File: src/rtl/regfile_mp.sv
// -----------------------------------------------------------------------------
// regfile_mp - parametrised multi-read-port register file for the CPU datapath.
//
// After reset an init sequencer fills every entry (value = index, or zero) and
// holds busy high until done. In direct mode (STAGED=0) writes become visible
// on the next cycle. A same-cycle write can also be forwarded to matching read
// ports (BYPASS). In staged mode (STAGED=1) writes land in a pending array. A
// commit strobe copies the pending array into the visible array.
//
// Ports:
//   clk      in   1        rising-edge clock
//   Rst_n    in   1        asynchronous active-low reset
//   raddr    in   NRD*AW   read addresses, port k = [k*AW +: AW]
//   rdata    out  NRD*DW   read data,      port k = [k*DW +: DW]
//   we       in   1        write enable
//   waddr    in   AW       write address
//   wdata    in   DW       write data
//   commit   in   1        staged mode: publish pending array to visible array
//   busy     out  1        init sequencer running; writes/commits ignored
//   wr_drop  out  1        one-cycle pulse after an ignored write or commit
// -----------------------------------------------------------------------------
module regfile_mp #(
    parameter int DW       = 32,
    parameter int AW       = 5,
    parameter int NRD      = 3,
    parameter int ZERO_R0  = 1,
    parameter int INIT_IDX = 1,
    parameter int STAGED   = 0,
    parameter int BYPASS   = 1
) (
    input  logic              clk,
    input  logic              Rst_n,
    input  logic [NRD*AW-1:0] raddr,
    output logic [NRD*DW-1:0] rdata,
    input  logic              we,
    input  logic [AW-1:0]     waddr,
    input  logic [DW-1:0]     wdata,
    input  logic              commit,
    output logic              busy,
    output logic              wr_drop
);

    localparam int DEPTH = 1 << AW;

    typedef enum logic [1:0] {
        IDLE  = 2'd0,
        INIT  = 2'd1,
        READY = 2'd2
    } state_t;

    state_t        state_q, state_d;
    logic [AW-1:0] idx_q, idx_d;
    logic          wr_drop_q, wr_drop_d;
    logic          init_we;
    logic [DW-1:0] init_val;
    logic          wr_ok;

    logic [DW-1:0] mem_v_q [DEPTH];

    // Control state only; the storage arrays are deliberately not reset.
    always_ff @(posedge clk or negedge Rst_n) begin
        if (!Rst_n) begin
            state_q   <= INIT;
            idx_q     <= '0;
            wr_drop_q <= 1'b0;
        end else begin
            state_q   <= state_d;
            idx_q     <= idx_d;
            wr_drop_q <= wr_drop_d;
        end
    end

    always_comb begin
        state_d = state_q;
        idx_d   = idx_q;
        init_we = 1'b0;
        case (state_q)
            IDLE: begin
                state_d = INIT;
                idx_d   = '0;
            end
            INIT: begin
                init_we = 1'b1;
                // The last entry is written on the same edge that leaves INIT.
                if (idx_q == AW'(DEPTH - 1)) begin
                    state_d = READY;
                end else begin
                    idx_d = idx_q + AW'(1);
                end
            end
            READY: begin
                state_d = READY;
            end
            default: begin
                state_d = INIT;
                idx_d   = '0;
            end
        endcase
    end

    assign busy      = (state_q != READY);
    assign wr_drop   = wr_drop_q;
    assign wr_drop_d = busy && (we || commit);

    assign init_val = (INIT_IDX != 0) ? DW'(idx_q) : '0;

    // Writes to entry 0 are silently discarded when it is hardwired to zero.
    assign wr_ok = (state_q == READY) && we && !((ZERO_R0 != 0) && (waddr == '0));

    // Combinational read with optional same-cycle forwarding of the write port.
    always_comb begin
        rdata = '0;
        for (int k = 0; k < NRD; k++) begin
            if (!busy && !((ZERO_R0 != 0) && (raddr[k*AW +: AW] == '0))) begin
                if ((BYPASS != 0) && (STAGED == 0) && wr_ok && (waddr == raddr[k*AW +: AW])) begin
                    rdata[k*DW +: DW] = wdata;
                end else begin
                    rdata[k*DW +: DW] = mem_v_q[raddr[k*AW +: AW]];
                end
            end
        end
    end

    generate
        if (STAGED == 0) begin : g_direct
            always_ff @(posedge clk) begin
                if (init_we) begin
                    mem_v_q[idx_q] <= init_val;
                end else if (wr_ok) begin
                    mem_v_q[waddr] <= wdata;
                end
            end
        end else begin : g_staged
            logic [DW-1:0] mem_p_q [DEPTH];
            logic          commit_ok;

            assign commit_ok = (state_q == READY) && commit;

            always_ff @(posedge clk) begin
                if (init_we) begin
                    mem_p_q[idx_q] <= init_val;
                end else if (wr_ok) begin
                    mem_p_q[waddr] <= wdata;
                end
            end

            // A write in the commit cycle is folded into the copy so it is
            // published on the same edge.
            always_ff @(posedge clk) begin
                if (init_we) begin
                    mem_v_q[idx_q] <= init_val;
                end else if (commit_ok) begin
                    for (int i = 0; i < DEPTH; i++) begin
                        mem_v_q[i] <= (wr_ok && (waddr == AW'(i))) ? wdata : mem_p_q[i];
                    end
                end
            end
        end
    endgenerate

endmodule
File: config.mk
export PLATFORM = sky130hd
export DESIGN_NAME = regfile_mp
export DESIGN_NICKNAME = d
export VERILOG_FILES = /design/src/rtl/regfile_mp.sv
export SDC_FILE = /design/constraint.sdc
export NUM_CORES = 2
export LEC_CHECK = 0
export CAP_MARGIN = 20
export CORE_MARGIN = 1
export CORE_UTILIZATION = 55
export DETAILED_ROUTE_END_ITERATION = 16
export PLACE_DENSITY_LB_ADDON = 0.15
export SLEW_MARGIN = 0
export SYNTH_ARGS = -nofsm -noshare
export SYNTH_HDL_FRONTEND = slang
export SYNTH_SLANG_ARGS = --single-unit
export TNS_END_PERCENT = 100
File: constraint.sdc
create_clock -name clk -period 7 [get_ports clk]
set_input_delay 1.05 -clock clk [delete_from_list [all_inputs] [get_ports clk]]
set_output_delay 1.05 -clock clk [all_outputs]
set_load 0.02 [all_outputs]
==> impl_metrics.env <==
export IMPL_drt_initial_drc_count=6179
export IMPL_syn_area_per_cell_sq_um=16.7
export IMPL_min_period_over_period=0.906
export IMPL_crit_arrival_ns=5.29
export IMPL_cts_setup_buffers=0
export IMPL_ys_seq_area_frac=0.535
export IMPL_routabilityCongestion=0.956
export IMPL_crit_type="in -> out"
export IMPL_grt_pass1_vias=40600
export IMPL_grt_pass1_wl_um=308000
export IMPL_synth_adder_area_share=0.000864
export IMPL_max_cap_violations=0
export IMPL_path_clk_slew_ns=0.06
export IMPL_cts_buffers=112
export IMPL_grt_overflow_total=0
export IMPL_fin_setup_tns_ns=0
export IMPL_synth_edf_count=1024
export IMPL_yosysTopAreaCellShare=0.531
export IMPL_syn_nets=3537
export IMPL_ant_nets=0
export IMPL_boundaryPins=154
export IMPL_finalHoldViolCount=0
export IMPL_worstSetupEndpointType="output pin"
export IMPL_p_leak_nw=22.4
export IMPL_clock_skew_ns=0.0107
export IMPL_nNetsFinal=3621
export IMPL_synth_top_cell_by_area="edfxtp_1"
export IMPL_achievable_frequency_mhz=158
export IMPL_start_util=0.557
export IMPL_worst_path_max_fanout=54
export IMPL_antenna_found_initial=2
export IMPL_dr_pass1_iters=8
export IMPL_min_from="state_q[0]$_DFFE_PN1P_"
export IMPL_final_util=0.624
export IMPL_slew_headroom=0.181
export IMPL_cts_hold_buf=0
export IMPL_dp_hpwl_um=131000
export IMPL_core_area_sq_um=104000
export IMPL_setup_viol=0
export IMPL_cts_tree="yes"
export IMPL_synthTopCellsByArea="edfxtp_1 (53%), mux4_2 (22%), mux2i_1 (7.2%)"
export IMPL_hp_class="reg -> reg"
export IMPL_grt_max_degree=106
export IMPL_port_buffers=153
export IMPL_maxSlewViolCount=0
export IMPL_rrSetupSlack_ns=2.72
export IMPL_drc_errors=0
export IMPL_reg2reg_from="state_q[0]$_DFFE_PN1P_"
export IMPL_htree_levels=3
export IMPL_cts_buffer_depth=3
export IMPL_tightest_slew_ns=1.21
export IMPL_critPathRequiredTime_ns=5.95
export IMPL_worstSkewPairLatency_ns=0.70
export IMPL_grt_use_total=0.411
export IMPL_dieHeight_um=326
export IMPL_fin_crit_ns=6.34
export IMPL_yosys_warnings=0
export IMPL_wl_um=219000
export IMPL_synth_cell_types=71
export IMPL_synth_top_family_by_area="multiplexers"
export IMPL_yosys_area_share_simple=0.0238
export IMPL_synth_seq_cells=1032
export IMPL_power_density_nw_per_um2=225
export IMPL_synth_compound_area_share=0.0999
export IMPL_synth_area_mux_share=0.307
export IMPL_cts_sinks=1032
export IMPL_synthArstFlopShare=0.00775
export IMPL_cts_root_buf="clkbuf_16"
export IMPL_wire_per_inst_um=43.5
export IMPL_num_vias=41000
export IMPL_synth_xor_area_frac=0.00227
export IMPL_layout_drive_gt1_share=0.278
export IMPL_rsz0062_at_grt="no"
export IMPL_synth_main_ff_cell="edfxtp_1"
export IMPL_num_rows=118
export IMPL_startpoint="raddr[1]"
export IMPL_die_width_um=326
export IMPL_power_total_mw=14.6
export IMPL_outcome="finished, final reports clean"
export IMPL_synthesis_area_sq_um=57900
export IMPL_area_delta_synth_final_pct=12.0
export IMPL_cts_resized=0
export IMPL_syn_inst=3477
export IMPL_ir_worst_vdd_mv=0.192
export IMPL_die_area_sq_um=107000
export IMPL_avgViaCountPerCell=8.14
export IMPL_cp_start_kind="input port"
## where the power goes
group	total (mW)	leakage, nW	internal [mW]	switching [mW]
combinational	1.94	10.2	0.719	1.22
clock	5.80	1.72	3.28	2.52
sequential	6.84	10.4	6.83	0.0101
## Yosys cell counts (3+ instances only)
cell / number
a31oi_1: 5
nand3_1: 11
mux4_2: 562
buf_4: 41
a221oi_1: 129
nor2_1: 52
o22ai_1: 16
a211oi_1: 86
dfrtp_1: 7
a311oi_1: 5
buf_2: 103
a21oi_1: 68
o221ai_1: 53
o21ai_0: 39
a221o_1: 21
buf_6: 21
o31ai_1: 3
xnor2_1: 5
clkbuf_1: 151
nor2b_1: 32
o41ai_1: 8
o21bai_1: 32
a211o_1: 64
xor2_1: 10
buf_1: 18
a2111oi_1: 7
a22oi_1: 94
a21bo_2: 6
a32o_1: 26
edfxtp_1: 1024
o211ai_1: 27
a22o_1: 36
mux2_2: 50
mux2i_1: 416
and2_1: 27
nand2_1: 147
inv_1: 13
ha_1: 4
nor3_1: 4
mux4_1: 15
## worst max-delay path, cell delays in order
cell and delay (ns):
buf_6 0.64, nand3b_1 1.05, o22ai_1 0.45, a211o_1 0.15
a21oi_1 0.04, o41ai_1 1.03, clkdlybuf4s50_1 0.79
## per-stage QoR
step	hold WS, ns	setup WS, ns	instance area [sq um]	instances
finish	0.523	0.656	64800	5038
global route	0.542	0.877	64800	5035
CTS	0.528	1.02	64700	5026
floorplan	0.489	2.78	57900	3477
global placement	0.499	0.992	61100	4816
detailed placement	0.514	1.03	61200	4818
## area by class of cell
class	instances	area, sq um
clock buffer	140	2970
fill	7378	39100
timing repair buffer	310	3080
inverter	14	53.8
tap	1380	1730
sequential	1032	31000
clock inverter	68	536
antenna	3	7.51
multi-input combinational	2091	25500
## registers in the layout (all words and copies together) (netlist names)
signal / flops
mem_v_q: 1024
wr_drop: 1
idx_q: 5
state_q: 2
## worst paths after layout
check                                       endpoint  cells after the start
min in group asynchronous       idx_q[2]$_DFFE_PN0P_                      1
min                           state_q[0]$_DFFE_PN1P_                      2
max                                        rdata[24]                      7
max in group asynchronous     state_q[0]$_DFFE_PN1P_                      1
min reg2reg                   state_q[0]$_DFFE_PN1P_                      2
max reg2reg                mem_v_q[30][14]$_DFFE_PP_                     10
## cells by family after synthesis
group | Yosys count
multiplexers | 1043
flip-flops | 1032
AO/OA/AOI/OAI | 734
buffers and inverters | 354
AND/OR/NAND/NOR | 295
XOR/XNOR | 15
adder cells (fa/ha/maj) | 4
## per-layer routing
metal  vias up  track usage  part of all wire
met3       904        0.135              0.15
met5         -            0           0.00020
li1      15300            -                 -
met1     20900        0.534              0.33
met4         6        0.247             0.072
met2      3850        0.603              0.44
## placed cells by master (no fill, tap or decap), drive strengths merged, types with 8 or more instances in the layout
cell type,n
a2111oi,8
a211o,64
a211oi,87
a21oi,68
a221o,21
a221oi,129
a22o,36
a22oi,94
a32o,26
and2,28
buf,171
bufinv,8
clkbuf,141
clkdlybuf4s50,138
clkinv,54
edfxtp,1024
inv,16
mux2,50
mux2i,416
mux4,577
nand2,147
nand3,11
nor2,53
nor2b,32
o211ai,29
o21ai,40
o21bai,32
o221ai,53
o22ai,16
o41ai,8
xor2,10
Note: power is estimated with default switching activity, not from simulation.
